**config.mk**
```make
export PLATFORM = sky130hd
export DESIGN_NAME = branch_exec_unit
export DESIGN_NICKNAME = d
export VERILOG_FILES = /design/src/rtl/branch_exec_unit.sv
export SDC_FILE = /design/constraint.sdc
export NUM_CORES = 1
export LEC_CHECK = 0
export CAP_MARGIN = 20
export CORE_ASPECT_RATIO = 1.75
export CORE_MARGIN = 2
export CORE_UTILIZATION = 40
export CTS_CLUSTER_DIAMETER = 60
export DETAILED_ROUTE_END_ITERATION = 12
export PLACE_DENSITY = 0.69
export SYNTH_ARGS = -nofsm -noshare
export SYNTH_HDL_FRONTEND = slang
export SYNTH_SLANG_ARGS = --single-unit
```
**constraint.sdc**
```tcl
create_clock -name clk -period 2.3 [get_ports clk]
set_input_delay 0.23 -clock clk [delete_from_list [all_inputs] [get_ports clk]]
set_output_delay 0.23 -clock clk [all_outputs]
set_load 0.01 [all_outputs]
```
**src/rtl/branch_exec_unit.sv**
```systemverilog
// Single-cycle branch/jump resolution unit with a registered, back-pressurable result
// and saturating statistics counters for branch/JAL/JALR results.
module branch_exec_unit #(
  parameter int XLEN  = 32,
  parameter int TAG_W = 6,
  parameter int CNT_W = 16
) (
  input  logic             clk,
  input  logic             rst_n,
  input  logic             flush,
  input  logic             in_valid,
  output logic             in_ready,
  input  logic [XLEN-1:0]  in_pc,
  input  logic [XLEN-1:0]  in_imm,
  input  logic [XLEN-1:0]  in_rs1,
  input  logic [XLEN-1:0]  in_rs2,
  input  logic [6:0]       in_opcode,
  input  logic [2:0]       in_funct3,
  input  logic [TAG_W-1:0] in_tag,
  input  logic             in_pred_taken,
  output logic             out_valid,
  input  logic             out_ready,
  output logic [TAG_W-1:0] out_tag,
  output logic [XLEN-1:0]  out_target,
  output logic             out_taken,
  output logic             out_mispredict,
  output logic             out_misalign,
  output logic             out_link_we,
  output logic [XLEN-1:0]  out_link,
  output logic [CNT_W-1:0] stat_branches,
  output logic [CNT_W-1:0] stat_mispredicts
);

  localparam logic [6:0] OP_BRANCH = 7'b1100011;
  localparam logic [6:0] OP_JAL    = 7'b1101111;
  localparam logic [6:0] OP_JALR   = 7'b1100111;

  function automatic logic [CNT_W-1:0] sat_inc(input logic [CNT_W-1:0] v);
    return (&v) ? v : v + CNT_W'(1);
  endfunction

  logic                   accept;
  logic                   handshake;
  logic signed [XLEN-1:0] rs1_s_p0;
  logic signed [XLEN-1:0] rs2_s_p0;
  logic [XLEN-1:0]        seq_pc_p0;
  logic [XLEN-1:0]        br_tgt_p0;
  logic [XLEN-1:0]        jalr_sum_p0;
  logic [XLEN-1:0]        target_p0;
  logic                   cond_p0;
  logic                   taken_p0;
  logic                   mis_p0;
  logic                   misal_p0;
  logic                   link_we_p0;
  logic                   is_cf_p0;
  logic                   is_cf_p1;

  assign in_ready  = !flush && (!out_valid || out_ready);
  assign accept    = in_valid && in_ready;
  assign handshake = out_valid && out_ready && !flush;

  // Stage p0: combinational resolution of the incoming request
  always_comb begin
    rs1_s_p0    = in_rs1;
    rs2_s_p0    = in_rs2;
    seq_pc_p0   = in_pc + XLEN'(4);
    br_tgt_p0   = in_pc + in_imm;
    jalr_sum_p0 = in_rs1 + in_imm;
    cond_p0     = 1'b0;
    taken_p0    = 1'b0;
    target_p0   = seq_pc_p0;
    mis_p0      = 1'b0;
    link_we_p0  = 1'b0;
    is_cf_p0    = 1'b0;

    unique case (in_funct3)
      3'b000:  cond_p0 = (in_rs1 == in_rs2);
      3'b001:  cond_p0 = (in_rs1 != in_rs2);
      3'b100:  cond_p0 = (rs1_s_p0 <  rs2_s_p0);
      3'b101:  cond_p0 = (rs1_s_p0 >= rs2_s_p0);
      3'b110:  cond_p0 = (in_rs1 <  in_rs2);
      3'b111:  cond_p0 = (in_rs1 >= in_rs2);
      default: cond_p0 = 1'b0;
    endcase

    unique case (in_opcode)
      OP_BRANCH: begin
        is_cf_p0  = 1'b1;
        taken_p0  = cond_p0;
        target_p0 = cond_p0 ? br_tgt_p0 : seq_pc_p0;
        mis_p0    = (cond_p0 != in_pred_taken);
      end
      OP_JAL: begin
        is_cf_p0   = 1'b1;
        taken_p0   = 1'b1;
        target_p0  = br_tgt_p0;
        mis_p0     = !in_pred_taken;
        link_we_p0 = 1'b1;
      end
      OP_JALR: begin
        // Register-indirect targets are never predicted, so always count as mispredicted
        is_cf_p0   = 1'b1;
        taken_p0   = 1'b1;
        target_p0  = {jalr_sum_p0[XLEN-1:1], 1'b0};
        mis_p0     = 1'b1;
        link_we_p0 = 1'b1;
      end
      default: ;
    endcase

    misal_p0 = taken_p0 && target_p0[1];
  end

  // Stage p1: registered result and statistics
  always_ff @(posedge clk or negedge rst_n) begin
    if (!rst_n) begin
      out_valid        <= 1'b0;
      out_tag          <= '0;
      out_target       <= '0;
      out_taken        <= 1'b0;
      out_mispredict   <= 1'b0;
      out_misalign     <= 1'b0;
      out_link_we      <= 1'b0;
      out_link         <= '0;
      is_cf_p1         <= 1'b0;
      stat_branches    <= '0;
      stat_mispredicts <= '0;
    end else begin
      if (flush)          out_valid <= 1'b0;
      else if (accept)    out_valid <= 1'b1;
      else if (out_ready) out_valid <= 1'b0;

      if (accept) begin
        out_tag        <= in_tag;
        out_target     <= target_p0;
        out_taken      <= taken_p0;
        out_mispredict <= mis_p0;
        out_misalign   <= misal_p0;
        out_link_we    <= link_we_p0;
        out_link       <= seq_pc_p0;
        is_cf_p1       <= is_cf_p0;
      end

      if (handshake && is_cf_p1) begin
        stat_branches <= sat_inc(stat_branches);
        if (out_mispredict) stat_mispredicts <= sat_inc(stat_mispredicts);
      end
    end
  end

endmodule

```
Yosys cells after proc, flatten, opt, wreduce, memory -nomap -nowiden. Index checks and enable logic that the tools add are counted.

Bits of input ports: 150. Word-level logic and storage cells: 61. Bits in registers: 108. Output and inout port bits: 108.

Reduce and logical (&&, ||, !) cells: 18. Muxes and demuxes: 10. Add/subtract/negate cells: 5. Bitwise operators: 2. Eq/ne operators: 11. Order comparisons: 4.

Operators by type and width (number): $pmux W32 S3 (1); $add A32 B32 Y32 (2); $ge A32 B32 Y1 (2); $lt A32 B32 Y1 (2); $add A16 B1 Y16 const B (2); $add A32 B3 Y32 const B (1); $eq A32 B32 Y1 (1); $mux W32 (1); $ne A32 B32 Y1 (1); $reduce_and A16 Y1 (2); $eq A7 B7 Y1 const B (3); $eq A3 B3 Y1 const B (4); $logic_and A1 B1 Y1 (6); $pmux W1 S6 (1); $mux W1 (5); $eq A3 B1 Y1 const B (1); $logic_not A1 Y1 (3); $logic_not A3 Y1 (1); $pmux W1 S3 (1); $reduce_and A3 Y1 (1); $reduce_bool A3 Y1 (1); $reduce_or A3 Y1 (1); $not A1 Y1 (2); $pmux W1 S2 (1); other kinds (4) (4).

Depth between registers and ports, before layout.
Depth after elaboration: 6. Gate-level depth with buffers: 14. Mapped depth without buffers: 12.

Worst setup path after synthesis. No wires, ideal clock.

Path type: input to register. Start: in in_rs2[31]. End: reg out_target[3]. Required time: 2.169 ns. Arrival time: 2.859 ns. Slack: -0.690 ns. Cell stages on the path: 12. Library setup time: 0.131 ns. Path buffers: 0. Cells stage by stage: inv_1 ha_1 nand4_1 nor4_2 or4b_4 and4_1 o211a_1 or2_4 o21ai_4 nand2_4 a222oi_1 o21ai_1.

Word-level cells in the longest chain between the ends: 4. Elaborated cells between the ends (all ways): 9. Those cells by class: 4 x order compare; 2 x eq/ne; 3 x mux.

RTL lines: start, declared (RTL line 16) `input logic [XLEN-1:0] in_rs2,`; $ge A32 B32 Y1 (tied with other cells) (RTL line 82) `3'b111: cond_p0 = (in_rs1 >= in_rs2);`; $pmux W1 S6 * (RTL line 76) `unique case (in_funct3)`; $mux W32 * (RTL line 90) `target_p0 = cond_p0 ? br_tgt_p0 : seq_pc_p0;`; $pmux W32 S3 * (RTL line 86) `unique case (in_opcode)`; end signal, assigned (RTL line 135) `out_target <= target_p0;`; end, declared (RTL line 24) `output logic [XLEN-1:0] out_target,`.

Mark *: on every way between the ends. The rest lies on a longest branch, timed or not. A chain may end at the register's enable or synchronous reset.

Worst setup path in the final report.
Start: in in_rs2[22]. End: reg out_target[25].

The elaborated chain is that of the path after synthesis.

==> results_dict.tcl <==
set metrics [dict create \
    outcome "complete, but fails checks" \
    violations "setup timing" \
    htreeDepth 3 \
    r2r-end "stat_branches[15]" \
    max_slew_margin_pct 69.34 \
    synth_edf_count 0 \
    crit_slowest_cell "or4b_4" \
    maxCapViolCount 0 \
    routed_via_density 5.412 \
    worstHoldEndpoint "out_target[0]" \
    ys_ff_latch 108 \
    synth.cell_area_um2 9230 \
    drv_slew 0 \
    cts-buffers-inserted 9 \
    clock_path_buffers 2 \
    combPwrFrac_pct 45.3 \
    yosysWarnings 0 \
    place.gp.congestion 0.9175 \
    leakage_uw 0.007297 \
    grt_max_degree 63 \
    hold_start "in_pc[0]" \
    period_needed_ns 2.914 \
    start_kind "input port" \
    route.layer.met1.wl_um 13000 \
    tritoncts "done" \
    grt_usage_pct 28.24 \
    vias 10850 \
    clock_skew_ns 0.005154 \
    grt_pass1_vias 11070 \
    final_area_um2 15730 \
    finalSetupViolations 35 \
    slowest_delay_ns 0.49 \
    path_clk_slew_ns 0.07 \
    dieArea_um2 24350 \
    crit_arrival_ns 3.19 \
    r2r_cells 9 \
    hpwl_um 28940 \
    mostFrequentLayoutCells "323 x buf_4, 163 x clkdlybuf4s50_1, 150 x nand2_1" \
    switchingPower_uw 2337 \
    ios 258 \
    synth_top_cell_by_area "dfrtp_1" \
    highest_layer "met4" \
    crit_buf_inv 4 \
    rsz0062_at_grt "true" \
    syn2layout_area_growth_pct 70.46 \
    grt_pass1_wl_um 54830 \
    layout.nets 1948 \
    grt_overflow_total 0 \
    wl_um 35150 \
    cpMostUsedCell "o211a_1" \
    finalCritPeriodShare_pct 126.7 \
    design.core.area_um2 22650 \
    critPathMaxFanout 20 \
    pwr-share-seq_pct 32.2 \
    syn_area_per_cell_um2 8.263 \
    crit_type "input port to flop" \
    drive_gt1_share_pct 31.08 \
    hold_viol_final 0 \
    clockPowerShare_pct 22.4 \
    start_util_pct 40.75 \
    synth_top_area_share_pct 29.28 \
    place_area_um2 14740 \
    cp-end-kind "flop" \
    die_width_um 118.8 \
    synth_area_leaders "dfrtp_1 29%, ha_1 13%, nand2_1 6.3%" \
    drc 0 \
    power.internal_uw 4757 \
    num_rows 73 \
    synth_nets 1365 \
    crit_chain "buf_6 > inv_6 > ha_4 > nand4_1 > nor4_2 > buf_4 > or4b_4 > and4_1 > o211a_1 > nor2_2 > a32o_2 > buf_12 > o211a_1 > o311ai_1 > a21oi_1" \
    yosysSeqAreaShare_pct 29.28 \
    tightest_slew_ns 0.4566 \
    cpLargestDelayFamily "simple AND/OR/NAND/NOR gates" \
    ys_async_sr_fraction_pct 100.0 \
    max_freq_mhz 343.2 \
    preCtsSetupSlack_ns -1.540 \
    clk_latency_ns 0.34 \
    hold_class "input port to flop" \
    r2r_slack_ns 0.13 \
    worst_slack_ns -0.6138 \
    grt_antenna_before_repair 2 \
    wl_met3_um 1343 \
    synthesis.instances 1117 \
    r2r_start "stat_branches[7]" \
    crit_required_ns 2.57 \
    synthDistinctLibCells 75 \
    synth_flop_cell "dfrtp_1" \
    first_pass_iters 5 \
    wire_per_inst_um 17.54 \
    p_per_area_nw_per_um2 450.9 \
    netSwitchingFraction_pct 32.94 \
    numClockSinks 108 \
    wl_met2_um 19170 \
    die_y_um 205.0 \
    route.antenna.remaining_nets 0 \
    final_common_cell "buf_4" \
    portBuffers 257 \
    clockRootBuffer "clkbuf_16" \
    irDropWorstVdd_uv 314.2 \
    holdPathStages 4 \
    dr.first_iter.drc_count 537 \
]
power by group through the flow:
stage	Combinational, uW	Clock (uW)	Sequential (uW)
3_5_place_dp	3070	0	2320
5_1_grt	3480	1690	2310
3_3_place_gp	3030	0	2310
6_report	3220	1590	2290
4_1_cts	3180	1620	2290
2_1_floorplan	1200	0	2380
sequential cells by signal, summed over array words and instances (netlist names):
register / count
is_cf_p1: 1
out_misalign: 1
out_link_we: 1
out_taken: 1
out_valid: 1
out_target: 32
out_link: 32
stat_mispredicts: 16
stat_branches: 16
out_tag: 6
out_mispredict: 1
timing repair:
action | CTS | global route
resized for setup | 316 | 25
pin swaps | 74 | 9
hold endpoints to repair | 22 | 0
endpoints found under the setup margin | 41 | 44
cloned | 1 | 0
hold buffers | 1 | 0
buffers inserted | 21 | 5
worst max path at each step:
stage                           from             end  slack (ns)  cells past startpoint
after floorplan           in_rs2[25]   out_target[3]       -0.54                     12
after global placement    in_rs2[25]   out_target[3]       -1.46                     14
after detailed placement  in_rs2[25]   out_target[2]       -1.54                     15
after CTS                 in_rs1[31]   out_target[3]       -0.57                     13
after global routing      in_rs2[30]  out_target[25]       -0.75                     15
final                     in_rs2[22]  out_target[25]       -0.61                     15
per-stage QoR:
| stage | cells | TNS [ns] | utilization, % | hold WS [ns] | total power [uW] |
|---|---|---|---|---|---|
| 3_5_place_dp | 1962 | -53.26 | 65.05 | 0.1577 | 5392 |
| 2_1_floorplan | 1117 | -13.24 | - | -0.06559 | 3584 |
| 4_1_cts | 1997 | -15.62 | 68.87 | 0.2647 | 7082 |
| 5_1_grt | 2004 | -20.79 | 69.46 | 0.3095 | 7476 |
| 3_3_place_gp | 1962 | -50.25 | 65.05 | 0.1588 | 5335 |
| 6_report | 2004 | -16.75 | 69.46 | 0.2831 | 7094 |
cell families after synthesis:
kind of cell	Yosys count	share of synthesized area [%]
AND/OR/NAND/NOR	401	20.09
multiplexers	5	0.5964
adder cells (fa/ha/maj)	98	13.45
AO/OA/AOI/OAI	321	23.02
buffers and inverters	76	3.321
flip-flops	108	29.28
XOR/XNOR	108	10.25
cells in the mapped netlist, types with 11 or more instances:
cell type / count
nand2_1: 154
dfrtp_1: 108
ha_1: 96
nor2_1: 96
a21oi_1: 82
o21ai_0: 65
xnor2_1: 61
inv_1: 48
xor2_1: 47
nand3_1: 44
a21o_1: 32
nand4_1: 25
and3_1: 18
clkbuf_1: 18
a221oi_1: 14
a31oi_1: 13
and2_1: 13
nor3_1: 13
o21a_1: 13
a211oi_1: 11
final cells by class:
cell class,instances,area [um^2]
repair buffers,599,5161
well taps,300,375.4
fillers,1909,6918
flip-flops and latches,108,2703
multi-input cells,933,6977
clock inverters,3,65.06
clock buffers,10,229.0
inverters,49,219.0
diodes,2,5.005
worst min-delay path, cell delays in order:
cell,delay (ns)
buf_2,0.12
ha_4,0.13
nand3_1,0.05
nand2_1,0.07
per-layer routing:
| metal | track usage, % | vias up |
|---|---|---|
| met3 | 2.422 | 98 |
| met4 | 15.22 | 0 |
| met1 | 30.16 | 5152 |
| li1 | - | 5216 |
| met5 | 0 | - |
| met2 | 54.06 | 380 |
Note: power is estimated with default switching activity, not from simulation.
==> edit 1: new RTL, same settings <==
Register the output `stat_mispredicts` once more, without a reset; this adds one clock of latency there. The other outputs are not delayed to match.
--- a/src/rtl/branch_exec_unit.sv
+++ b/src/rtl/branch_exec_unit.sv
@@ -36,2 +36,4 @@
   localparam logic [6:0] OP_JALR   = 7'b1100111;
+
+  logic [CNT_W-1:0] stat_mispredicts_s0;
 
@@ -126,3 +128,3 @@
       stat_branches    <= '0;
-      stat_mispredicts <= '0;
+      stat_mispredicts_s0 <= '0;
     end else begin
@@ -145,3 +147,3 @@
         stat_branches <= sat_inc(stat_branches);
-        if (out_mispredict) stat_mispredicts <= sat_inc(stat_mispredicts);
+        if (out_mispredict) stat_mispredicts_s0 <= sat_inc(stat_mispredicts_s0);
       end
@@ -150,2 +152,6 @@
 
+  always_ff @(posedge clk) begin
+    stat_mispredicts <= stat_mispredicts_s0;
+  end
+
 endmodule
Check against the original RTL: not equivalent (a bounded check fails within 4 cycles, from zero or initial values and one cycle with rst_n low).
==> edit 1 against the original RTL <==
  * The run still ends with setup timing left
  * Critical path depth grew 2
  * Cell area is 9.7% higher
  * Area after synthesis grew 6.5%
  * Total power up 27%
  * Setup slack better by 0.088 ns
  * Sequential power grew 9.6%
  * Count of clock-buffer cells in the layout rose by 19
  * Sequential share of layout area up 0.34 points
  * Combinational power is 6% higher
  * Wire length rose by 14%
  * Sequential cell count grew 16
==> edit 1: results (changes against the original RTL) <==
Run status: finished, violations left
Failing checks: setup timing
Count of non-CTS inverters in the layout: 53 (+8.2%)
Capture point of the critical path: out_target[26]
Met1 usage: 0.324 (+0.0221)
Non-clk buf share: 0.307 (-0.0207)
WL met3: 1.74 mm (+30%)
FFs & Latches: 124 (+15%)
Critical Path Start: in_rs2[6]
Avg WL per Cell: 19.1 microns (+8.8%)
Peak supply drop: 0.000439 V (+40%)
Multi-input logic area: 7630 sq um (+9.4%)
Final setup violation count: 35 (unchanged)
CP max stage delay: 0.44 ns (-0.05 ns)
Crit path DAT: 3.17 ns (-0.02 ns)
Syn nets: 1423 (+4.2%)
DRT iter0 DRCs: 603 (+12%)
RR Endpoint: stat_mispredicts_s0[15]
Worst Setup Slack, final: -0.526 ns (+0.0880 ns)
Slowest cell on crit path: o41a_1
Fillers: 1850 (-3.1%)
Pleak: 8.04 nW (+10%)
H-tree Lvls: 4 (+1)
Layout cells sized above 1: 0.346 (+0.0348)
Sequential power share: 0.279 (-0.043)
Initial antenna violation count: 1 (-1)
Switching share of total power: 0.309 (-0.0209)
Multi-Input Combinational: 968 (+3.8%)
Top cells by area, synth: dfrtp_1 (27%), ha_1 (12%), nand2_1 (6.8%)
Final GP Congestion: 0.947 (+3.2%)
Worst-margin pin slew: 0.614 ns (+0.158 ns)
[edit 1: per-stage QoR]
step	instance area (sq um)	hold WS [ns]	setup slack [ns]	instances
finish	17300	0.158	-0.526	2106
CTS	17000	0.168	-0.378	2100
global route	17300	0.173	-0.646	2106
floorplan	10000	-0.0656	-0.442	1175
detailed placement	15400	0.280	-1.39	2044
global placement	15400	0.279	-1.26	2044
[edit 1: kinds of logic after synthesis]
kind of cell | synth area share
multiplexers | 0.0109
buffers and inverters | 0.0349
AO/OA/AOI/OAI | 0.218
XOR/XNOR | 0.0998
AND/OR/NAND/NOR | 0.202
adder cells (fa/ha/maj) | 0.126
flip-flops | 0.308
[edit 1: worst min-delay path by stage]
| stage | from | end | cells after the start |
|---|---|---|---|
| global route | in_pc[0] | out_link[0] | 3 |
| CTS | in_pc[0] | out_link[0] | 3 |
| floorplan | rst_n | is_cf_p1 | 0 |
| detailed placement | rst_n | stat_branches[4] | 1 |
| global placement | rst_n | stat_branches[4] | 1 |
| finish | in_pc[0] | out_link[0] | 3 |
==> edit 2: new RTL, same settings <==
Without the edit above. `XLEN`: 32 -> 28.
--- a/src/rtl/branch_exec_unit.sv
+++ b/src/rtl/branch_exec_unit.sv
@@ -3,3 +3,3 @@
 module branch_exec_unit #(
-  parameter int XLEN  = 32,
+  parameter int XLEN  = 28,
   parameter int TAG_W = 6,
Ports: changed (6 resized); port bits go from 258 to 234. No check against the original RTL was run, so the function may have changed too.
==> edit 2 against the original RTL <==
  * The flow still finishes with violations (setup timing)
  * Critical endpoint is now out_target[3]
  * Total power down 7.2%
  * Synthesized cell count down 7.9%
  * Global-route usage up 0.53 points
  * Highest routed layer unchanged
  * Utilization up 2.8 points
  * Sequential cell count down 8
  * Area after synthesis down 7.4%
  * Largest cell class unchanged
  * Cell area down 3.9%
  * Largest power group unchanged
  * Setup slack better by 0.27 ns
  * Wire length down 3.7%
==> edit 2: results (changes against the original RTL) <==
Max Fanout on Critical Path: 4 (-80%)
Fin Setup TNS: -7.34 ns (+9.41 ns)
Fillers: 1573 (-18%)
Adder-cell share of the synthesized area: 0.128 (-0.00682)
Hold Path Depth: 3 (-1)
Rel. slew slack: 0.629 (-0.0646)
Biggest registers after layout: out_link (28), out_target (28)
Mux contribution to synthesized area: 0.0114 (+0.00545)
Seq/total area: 0.166 (-0.00623)
FF-to-FF Start: stat_mispredicts[10]
Pleak: 6.77 nW (-7.2%)
Peak supply drop: 0.000286 V (-8.8%)
Failing checks: setup timing
Post-CTS setup buffer count: 19 (-9.5%)
Vias per inst: 5.60 (+3.4%)
Hpwl dp: 26.7 mm (-7.7%)
RR Endpoint: stat_mispredicts[9]
GRT Util Overall: 0.288 (+0.00527)
Layout cells sized above 1: 0.379 (+0.0687)
Clk_skew: 0.00576 ns (+0.000608 ns)
Final setup violation count: 32 (-8.6%)
Count of non-CTS inverters in the layout: 41 (-16%)
Run status: finished, violations left
Multi-input logic portion of the cell area: 0.467 (+0.0240)
Xor-xnor portion of the synthesized cell area: 0.101 (-0.00103)
Finished Cell Area: 15100 sq um (-3.9%)
DP Area: 13700 sq um (-7.1%)
Largest net degree at the start of global routing: 44 (-30%)
Ant. Diodes: 1 (-1)
Sequential share of the synthesized area: 0.293 (about the same)
Initial antenna violation count: 1 (-1)
Worst Setup Slack, final: -0.341 ns (+0.272 ns)
CP max stage delay: 0.30 ns (-0.19 ns)
Post-cts sizing count: 366 (+16%)
Final #Nets: 1783 (-8.5%)
First-pass GRT wire length: 51.4 mm (-6.2%)
Cell variety after synth: 74 (-1.3%)
Wirelength, routed: 33.8 mm (-3.7%)
## edit 2: layer usage
metal  vias to the layer above  share of wire
li1                       4803              -
met1                      4869           0.36
met2                       411           0.54
met3                       111          0.042
met4                         0          0.059
met5                         -              0
## edit 2: critical path: cells and delay by family
kind            cells  cell delay, ns
fa+ha+maj           1            0.26
mux                 1            0.26
buf+inv             4            0.60
compound gates      3            0.57
simple gates        4            0.95
## edit 2: worst max path at each step
stage / from / to / slack [ns] / cells past startpoint
final: in_rs1[13] / out_target[3] / -0.34 / 13
after global routing: in_rs2[15] / out_target[19] / -0.46 / 16
after CTS: in_rs1[8] / out_target[25] / -0.30 / 12
after detailed placement: in_rs2[23] / out_target[7] / -1.25 / 13
after global placement: in_rs2[23] / out_target[10] / -1.13 / 13
after floorplan: in_pc[0] / out_target[16] / -0.22 / 11
## edit 2: logic make-up (layout without fill, tap and decap cells)
family / count (synthesis) / after routing
and+or+nand+nor: 381 / 381
adders and majority gates: 86 / 86
muxes: 9 / 9
DFF: 100 / 100
AOI/OAI and AO/OA: 286 / 286
buffers and inverters: 68 / 607
other: 0 / 1
xor gates and xnor gates: 99 / 99
## edit 2: where the power goes
group | switching, W | internal [W] | total [W]
clock network | 0.000666 | 0.000871 | 0.00154
logic | 0.00140 | 0.00159 | 0.00299
registers | 0.000127 | 0.00193 | 0.00206
## edit 2: through the flow
step	hold slack (ns)	total power [W]	worst slack, ns	std cells
detailed placement	0.264	0.00478	-1.25	1774
finish	0.283	0.00658	-0.341	1821
global placement	0.263	0.00473	-1.13	1774
floorplan	-0.0656	0.00328	-0.217	1029
CTS	0.282	0.00648	-0.299	1809
global route	0.304	0.00691	-0.463	1821
